===== config.mk =====
export PLATFORM = sky130hd
export DESIGN_NAME = pcie_ts_rx
export DESIGN_NICKNAME = d
export VERILOG_FILES = /design/src/rtl/pcie_ts_rx.sv
export SDC_FILE = /design/constraint.sdc
export NUM_CORES = 1
export LEC_CHECK = 0
export BUFFER_PORTS_ARGS = -buffer_cell sky130_fd_sc_hd__buf_4
export CAP_MARGIN = 0
export CORE_ASPECT_RATIO = 0.9
export CORE_MARGIN = 2
export CORE_UTILIZATION = 64
export CTS_BUF_LIST = sky130_fd_sc_hd__clkbuf_8
export DETAILED_ROUTE_END_ITERATION = 6
export PLACE_DENSITY_LB_ADDON = 0.25
export SLEW_MARGIN = 20
export SYNTH_ARGS = -nofsm -noshare
export SYNTH_HDL_FRONTEND = slang
export SYNTH_SLANG_ARGS = --single-unit

===== constraint.sdc =====
create_clock -name clk_i -period 4 [get_ports clk_i]
set_clock_uncertainty 0.2 [all_clocks]
set_input_delay 0.8 -clock clk_i [delete_from_list [all_inputs] [get_ports clk_i]]
set_output_delay 0.8 -clock clk_i [all_outputs]
set_load 0.02 [all_outputs]

===== src/rtl/pcie_ts_rx.sv =====
// pcie_ts_rx
// Receive-side TS1/TS2 ordered-set decoder for one PCIe lane.
// Finds a COM (K28.5), checks the 16-symbol ordered set, and reports the
// decoded fields together with a count of consecutive identical ordered sets.
//
// Ports
//   clk_i, rst_i     : clock, synchronous active-high reset
//   sym_i, sym_k_i   : decoded symbol and its K (control) flag
//   sym_valid_i      : symbol strobe; the parser holds its state while low
//   ts_valid_o       : one-cycle pulse for a complete, well-formed TS
//   ts_type_o        : 0 = TS1, 1 = TS2
//   link_num_o       : {PAD, link number}
//   lane_num_o       : {PAD, lane number}
//   n_fts_o, rate_o, train_ctl_o : remaining TS fields
//   ts_consec_o      : consecutive identical TS count, saturates at 15
//   consec_met_o     : ts_consec_o >= CONSEC_TARGET
//   ts_err_o         : one-cycle pulse for a malformed or aborted TS
module pcie_ts_rx #(
  parameter logic [7:0] COM_SYM       = 8'hBC,
  parameter logic [7:0] PAD_SYM       = 8'hF7,
  parameter logic [7:0] TS1_ID        = 8'h4A,
  parameter logic [7:0] TS2_ID        = 8'h45,
  parameter int         CONSEC_TARGET = 8
) (
  input  logic       clk_i,
  input  logic       rst_i,
  input  logic [7:0] sym_i,
  input  logic       sym_k_i,
  input  logic       sym_valid_i,
  output logic       ts_valid_o,
  output logic       ts_type_o,
  output logic [8:0] link_num_o,
  output logic [8:0] lane_num_o,
  output logic [7:0] n_fts_o,
  output logic [7:0] rate_o,
  output logic [7:0] train_ctl_o,
  output logic [3:0] ts_consec_o,
  output logic       consec_met_o,
  output logic       ts_err_o
);

  localparam logic [3:0] TARGET4 = 4'(CONSEC_TARGET);

  typedef enum logic [1:0] {ST_HUNT, ST_FIELDS, ST_IDENT} state_t;

  state_t     r_state, w_state_next;
  logic [3:0] r_idx, w_idx_next;

  // shadow copy of the TS being received
  logic       r_type_sh;
  logic [8:0] r_link_sh, r_lane_sh;
  logic [7:0] r_nfts_sh, r_rate_sh, r_ctl_sh;

  // reported copy
  logic       r_valid, r_err, r_type, r_met;
  logic [8:0] r_link, r_lane;
  logic [7:0] r_nfts, r_rate, r_ctl;
  logic [3:0] r_consec;

  logic       w_com, w_pad, w_sym_ok, w_err, w_done, w_clr_sh, w_cap, w_same;
  logic [7:0] w_exp_id;
  logic [3:0] w_cnt_next;

  assign w_com    = sym_k_i && (sym_i == COM_SYM);
  assign w_pad    = sym_k_i && (sym_i == PAD_SYM);
  assign w_exp_id = r_type_sh ? TS2_ID : TS1_ID;

  // Is the symbol at the current index acceptable?
  always_comb begin
    w_sym_ok = 1'b0;
    case (r_idx)
      4'd1, 4'd2:       w_sym_ok = !sym_k_i || w_pad;
      4'd3, 4'd4, 4'd5: w_sym_ok = !sym_k_i;
      4'd6:             w_sym_ok = !sym_k_i && ((sym_i == TS1_ID) || (sym_i == TS2_ID));
      4'd7, 4'd8, 4'd9, 4'd10, 4'd11,
      4'd12, 4'd13, 4'd14, 4'd15:
                        w_sym_ok = !sym_k_i && (sym_i == w_exp_id);
      default:          w_sym_ok = 1'b0;
    endcase
  end

  // Next-state logic
  always_comb begin
    w_state_next = r_state;
    w_idx_next   = r_idx;
    w_err        = 1'b0;
    w_done       = 1'b0;
    w_clr_sh     = 1'b0;
    w_cap        = 1'b0;
    if (sym_valid_i) begin
      case (r_state)
        ST_HUNT: begin
          if (w_com) begin
            w_clr_sh     = 1'b1;
            w_idx_next   = 4'd1;
            w_state_next = ST_FIELDS;
          end
        end
        ST_FIELDS, ST_IDENT: begin
          if (w_com) begin
            // a COM mid-TS aborts it and is itself symbol 0 of a new TS
            w_err        = 1'b1;
            w_clr_sh     = 1'b1;
            w_idx_next   = 4'd1;
            w_state_next = ST_FIELDS;
          end else if (w_sym_ok) begin
            w_cap = 1'b1;
            if (r_idx == 4'd15) begin
              w_done       = 1'b1;
              w_idx_next   = 4'd0;
              w_state_next = ST_HUNT;
            end else begin
              w_idx_next = r_idx + 4'd1;
              if (r_idx == 4'd5) w_state_next = ST_IDENT;
            end
          end else begin
            w_err        = 1'b1;
            w_idx_next   = 4'd0;
            w_state_next = ST_HUNT;
          end
        end
        default: begin
          w_idx_next   = 4'd0;
          w_state_next = ST_HUNT;
        end
      endcase
    end
  end

  // Consecutive-identical count
  assign w_same = ({r_type_sh, r_link_sh, r_lane_sh, r_nfts_sh, r_rate_sh, r_ctl_sh} ==
                   {r_type,    r_link,    r_lane,    r_nfts,    r_rate,    r_ctl});

  always_comb begin
    w_cnt_next = r_consec;
    if (w_err) begin
      w_cnt_next = 4'd0;
    end else if (w_done) begin
      if (w_same && (r_consec != 4'd0))
        w_cnt_next = (r_consec == 4'd15) ? 4'd15 : r_consec + 4'd1;
      else
        w_cnt_next = 4'd1;
    end
  end

  always_ff @(posedge clk_i) begin
    if (rst_i) begin
      r_state   <= ST_HUNT;
      r_idx     <= 4'd0;
      r_type_sh <= 1'b0;
      r_link_sh <= 9'd0;
      r_lane_sh <= 9'd0;
      r_nfts_sh <= 8'd0;
      r_rate_sh <= 8'd0;
      r_ctl_sh  <= 8'd0;
      r_valid   <= 1'b0;
      r_err     <= 1'b0;
      r_type    <= 1'b0;
      r_link    <= 9'd0;
      r_lane    <= 9'd0;
      r_nfts    <= 8'd0;
      r_rate    <= 8'd0;
      r_ctl     <= 8'd0;
      r_consec  <= 4'd0;
      r_met     <= 1'b0;
    end else begin
      r_state  <= w_state_next;
      r_idx    <= w_idx_next;
      r_valid  <= w_done;
      r_err    <= w_err;
      r_consec <= w_cnt_next;
      r_met    <= (w_cnt_next >= TARGET4);

      if (w_clr_sh) begin
        r_type_sh <= 1'b0;
        r_link_sh <= 9'd0;
        r_lane_sh <= 9'd0;
        r_nfts_sh <= 8'd0;
        r_rate_sh <= 8'd0;
        r_ctl_sh  <= 8'd0;
      end else if (w_cap) begin
        case (r_idx)
          4'd1:    r_link_sh <= w_pad ? 9'h100 : {1'b0, sym_i};
          4'd2:    r_lane_sh <= w_pad ? 9'h100 : {1'b0, sym_i};
          4'd3:    r_nfts_sh <= sym_i;
          4'd4:    r_rate_sh <= sym_i;
          4'd5:    r_ctl_sh  <= sym_i;
          4'd6:    r_type_sh <= (sym_i == TS2_ID);
          default: ;
        endcase
      end

      if (w_done) begin
        r_type <= r_type_sh;
        r_link <= r_link_sh;
        r_lane <= r_lane_sh;
        r_nfts <= r_nfts_sh;
        r_rate <= r_rate_sh;
        r_ctl  <= r_ctl_sh;
      end
    end
  end

  assign ts_valid_o   = r_valid;
  assign ts_err_o     = r_err;
  assign ts_type_o    = r_type;
  assign link_num_o   = r_link;
  assign lane_num_o   = r_lane;
  assign n_fts_o      = r_nfts;
  assign rate_o       = r_rate;
  assign train_ctl_o  = r_ctl;
  assign ts_consec_o  = r_consec;
  assign consec_met_o = r_met;

endmodule


==> results.txt <==
Critical path arrival -> 3100 ps
Post-synth EDFFs -> 0
Max-cap viol count -> 0
Initial DRT Pass Iterations -> 5
Net count, final -> 581
I/O pin count -> 62
GR Overflow Total -> 0
DRT Wirelength -> 11200 µm
Leak -> 2.24 nW
Design area -> 0.00517 mm²
Antenna violations before repair -> 0
Post-synthesis sequential area ratio -> 0.437
Yosys cell types -> 50
Ys async rst share -> 0
Routed len/inst -> 17.1 µm
Die W -> 92.8 µm
Register bit count reported by yosys -> 99
Crit Path Category -> in -> reg
Hold Buf Count CTS -> 0
Post-CTS sizing -> 0
PD cells -> 323 mW/mm²
Yosys warns -> 0
Setup TNS -> 0 ps
CTS Buf Count -> 9
Synth Instances -> 513
Most frequent CP cell -> a21oi_1
Levels on crit path -> 7
Area Overhead vs Synth -> 13.9%
Worst path bufs/invs -> 1
Least-Margin Pin Slew -> 878 ps
Worst hold path class -> reg -> reg
Hold-critical path depth -> 2
HPWL Detailed -> 7560 µm
CTS tree -> yes
Vias in the first global route -> 3616
Reg2reg start -> r_idx[0]$_SDFFE_PP0P_
Pins Over Slew Limit -> 0
Post-route setup slack -> 935 ps
Post-DP Area -> 0.00498 mm²
Placed cell count -> 643
Clock transition at path regs -> 90 ps
Critical Path End Type -> flip-flop
Ys flop type -> dfxtp_1
Clk_lat worst skew -> 370 ps
RePlAce Congestion -> 0.890
DR iter-0 viols -> 306
Reg-to-reg slack, setup -> 1080 ps
Largest net degree at the start of global routing -> 59
Req. time, crit path -> 4030 ps
Die span in y -> 83.9 µm
Mapped Area -> 0.00454 mm²
RSZ-0062 raised after global routing -> false
Fin cells -> 658
Syn avg cell area -> 8.85 µm²
Max FO, Critical Path -> 47
H-tree levels -> 3
Critical Path, Cell by Cell -> buf_4, nor4b_1, nor3b_1, a21oi_1, or4_4, a21oi_1, nor4_1
Hold Vio Cnt, Final -> 0
Worst VDD drop -> 0.000199 V
Vias/cell -> 5.80
Clock Sink Count -> 99
Endpoints failing setup -> 0
Placement Rows -> 29
Period minus WS final -> 3060 ps
Fmax achieved -> 326 MHz
Max-slew headroom -> 0.414
Final period util -> 0.766
CP max-delay cell -> or4_4
Worst slack at placement -> 615 ps
Slowest Stage Delay on Critical Path -> 790 ps
Worst setup startpoint -> sym_i[4]
Root buf cell -> clkbuf_8
# diodes -> 0
Syn_nets -> 533
Port Buffers -> 61
Vias -> 3814
Clk buf depth -> 2
Die ar. -> 0.00778 mm²
RR Endpoint -> ts_consec_o[3]$_SDFF_PP0_
Global-route wire length before repair -> 18100 µm
CP Capture Point -> ts_consec_o[3]$_SDFF_PP0_
DR DRC count -> 0
Startpoint Class -> input pin
Worst Reg-to-Reg Cells -> 7
Setup Buffers After CTS -> 0
GRT Util Overall -> 0.296
CP top delay family -> simple AND/OR/NAND/NOR gates
Post-DRT Antenna Nets -> 0
CORE AREA -> 0.00697 mm²
Layout cells sized above 1 -> 0.152
Outcome -> completed
Initial Util -> 0.652
[power breakdown]
group | total, mW | switching [mW] | internal [mW]
combinational | 0.0511 | 0.0371 | 0.0140
clock | 0.634 | 0.347 | 0.287
sequential | 0.985 | 0.0000282 | 0.985
[cells by family after synthesis]
kind of cell / Yosys count / share of synthesized area
AOI/OAI and AO/OA: 70 / 0.0888
muxes: 44 / 0.0973
xor gates and xnor gates: 43 / 0.0830
and+or+nand+nor: 212 / 0.229
adders and majority gates: 8 / 0.0221
buffers and inverters: 37 / 0.0438
DFF: 99 / 0.437
[Yosys cell counts, types with 2 or more instances]
master     n  area share
buf_6      6       0.015
nor3_1     3      0.0033
or3_1      3      0.0041
clkbuf_1  14       0.012
nor2b_1    3      0.0041
a31oi_1    4      0.0055
nor4b_1    3      0.0058
nand4b_1   3      0.0058
nor4_4     2      0.0094
nor4bb_1   2      0.0044
buf_4      3      0.0050
dfxtp_1   99        0.44
ha_1       8       0.022
nand2_1   92       0.076
a21oi_1   52       0.057
xor2_1    43       0.083
o21ai_0    2      0.0022
inv_1     11      0.0091
nand4_1    5      0.0069
and3_1     5      0.0069
nor2_1    51       0.042
nand3b_1   2      0.0033
nand3_1    4      0.0044
buf_2      3      0.0033
nand2b_1   2      0.0028
and2_1     8       0.011
nor4_1    14       0.019
mux2i_1   43       0.095
nor3b_1    2      0.0033
[through the flow]
stage	hold slack (ps)	util	power, mW
global placement	262	0.715	1.06
floorplan	253	-	1.03
finish	282	0.742	1.67
CTS	281	0.742	1.68
global route	300	0.742	1.73
detailed placement	271	0.715	1.06
[layout make-up]
| cell class | count | area (µm²) |
|---|---|---|
| multi-input combinational | 377 | 2370 |
| clock buffer | 9 | 124 |
| timing repair buffer | 63 | 473 |
| inverter | 11 | 41.3 |
| fill | 524 | 1800 |
| tap | 93 | 116 |
| clock inverter | 6 | 66.3 |
| sequential | 99 | 1980 |
[worst min path at each step]
| stage | start | end |
|---|---|---|
| 2_1_floorplan | r_state[1]$_SDFFE_PP0P_ | r_state[1]$_SDFFE_PP0P_ |
| 3_3_place_gp | r_state[1]$_SDFFE_PP0P_ | r_state[1]$_SDFFE_PP0P_ |
| 3_5_place_dp | link_num_o[5]$_SDFFE_PP0N_ | link_num_o[5]$_SDFFE_PP0N_ |
| 4_1_cts | r_rate_sh[5]$_SDFFE_PP0P_ | rate_o[5]$_SDFFE_PP0N_ |
| 5_1_grt | rate_o[2]$_SDFFE_PP0N_ | rate_o[2]$_SDFFE_PP0N_ |
| 6_report | r_ctl_sh[0]$_SDFFE_PP0P_ | train_ctl_o[0]$_SDFFE_PP0N_ |
[tightest hold or removal path: stages, from the launching register on]
cell and delay [ps]:
dfxtp_1 340, nand2_1 60, a21oi_1 50
[layer usage]
metal / vias to the layer above / GRT usage / routed length, µm / share of wire
met5: - / 0 / 0 / 0
met4: 0 / 0.0936 / 233 / 0.021
met2: 142 / 0.477 / 5430 / 0.48
met3: 20 / 0.0723 / 823 / 0.073
li1: 1838 / - / - / -
met1: 1814 / 0.392 / 4750 / 0.42
[registers in the layout (all words and copies together) (netlist names), 2 cells and up]
signal and cells:
lane_num_o 9, link_num_o 9, r_lane_sh 9, r_link_sh 9
n_fts_o 8, r_ctl_sh 8, r_nfts_sh 8, r_rate_sh 8
rate_o 8, train_ctl_o 8, r_idx 4, ts_consec_o 4
r_state 2
[cell usage in the layout, fill, tap and decap left out, types with 3 or more instances in the layout]
master | Yosys | layout
and2_1 | 8 | 8
clkbuf_8 | 0 | 9
nand2_1 | 92 | 92
a31oi_1 | 4 | 4
nand3_1 | 4 | 4
nand4_1 | 5 | 5
mux2i_1 | 43 | 43
ha_1 | 8 | 8
nor2b_1 | 3 | 3
nor4_1 | 14 | 14
nand4b_1 | 3 | 3
nor4b_1 | 3 | 3
nor2_1 | 51 | 51
xor2_1 | 43 | 43
nor4_4 | 2 | 3
and3_1 | 5 | 5
a21oi_1 | 52 | 52
buf_4 | 3 | 63
nor3_1 | 3 | 3
inv_1 | 11 | 12
or3_1 | 3 | 3
dfxtp_1 | 99 | 99
Power figures use the tool's default switching activity.
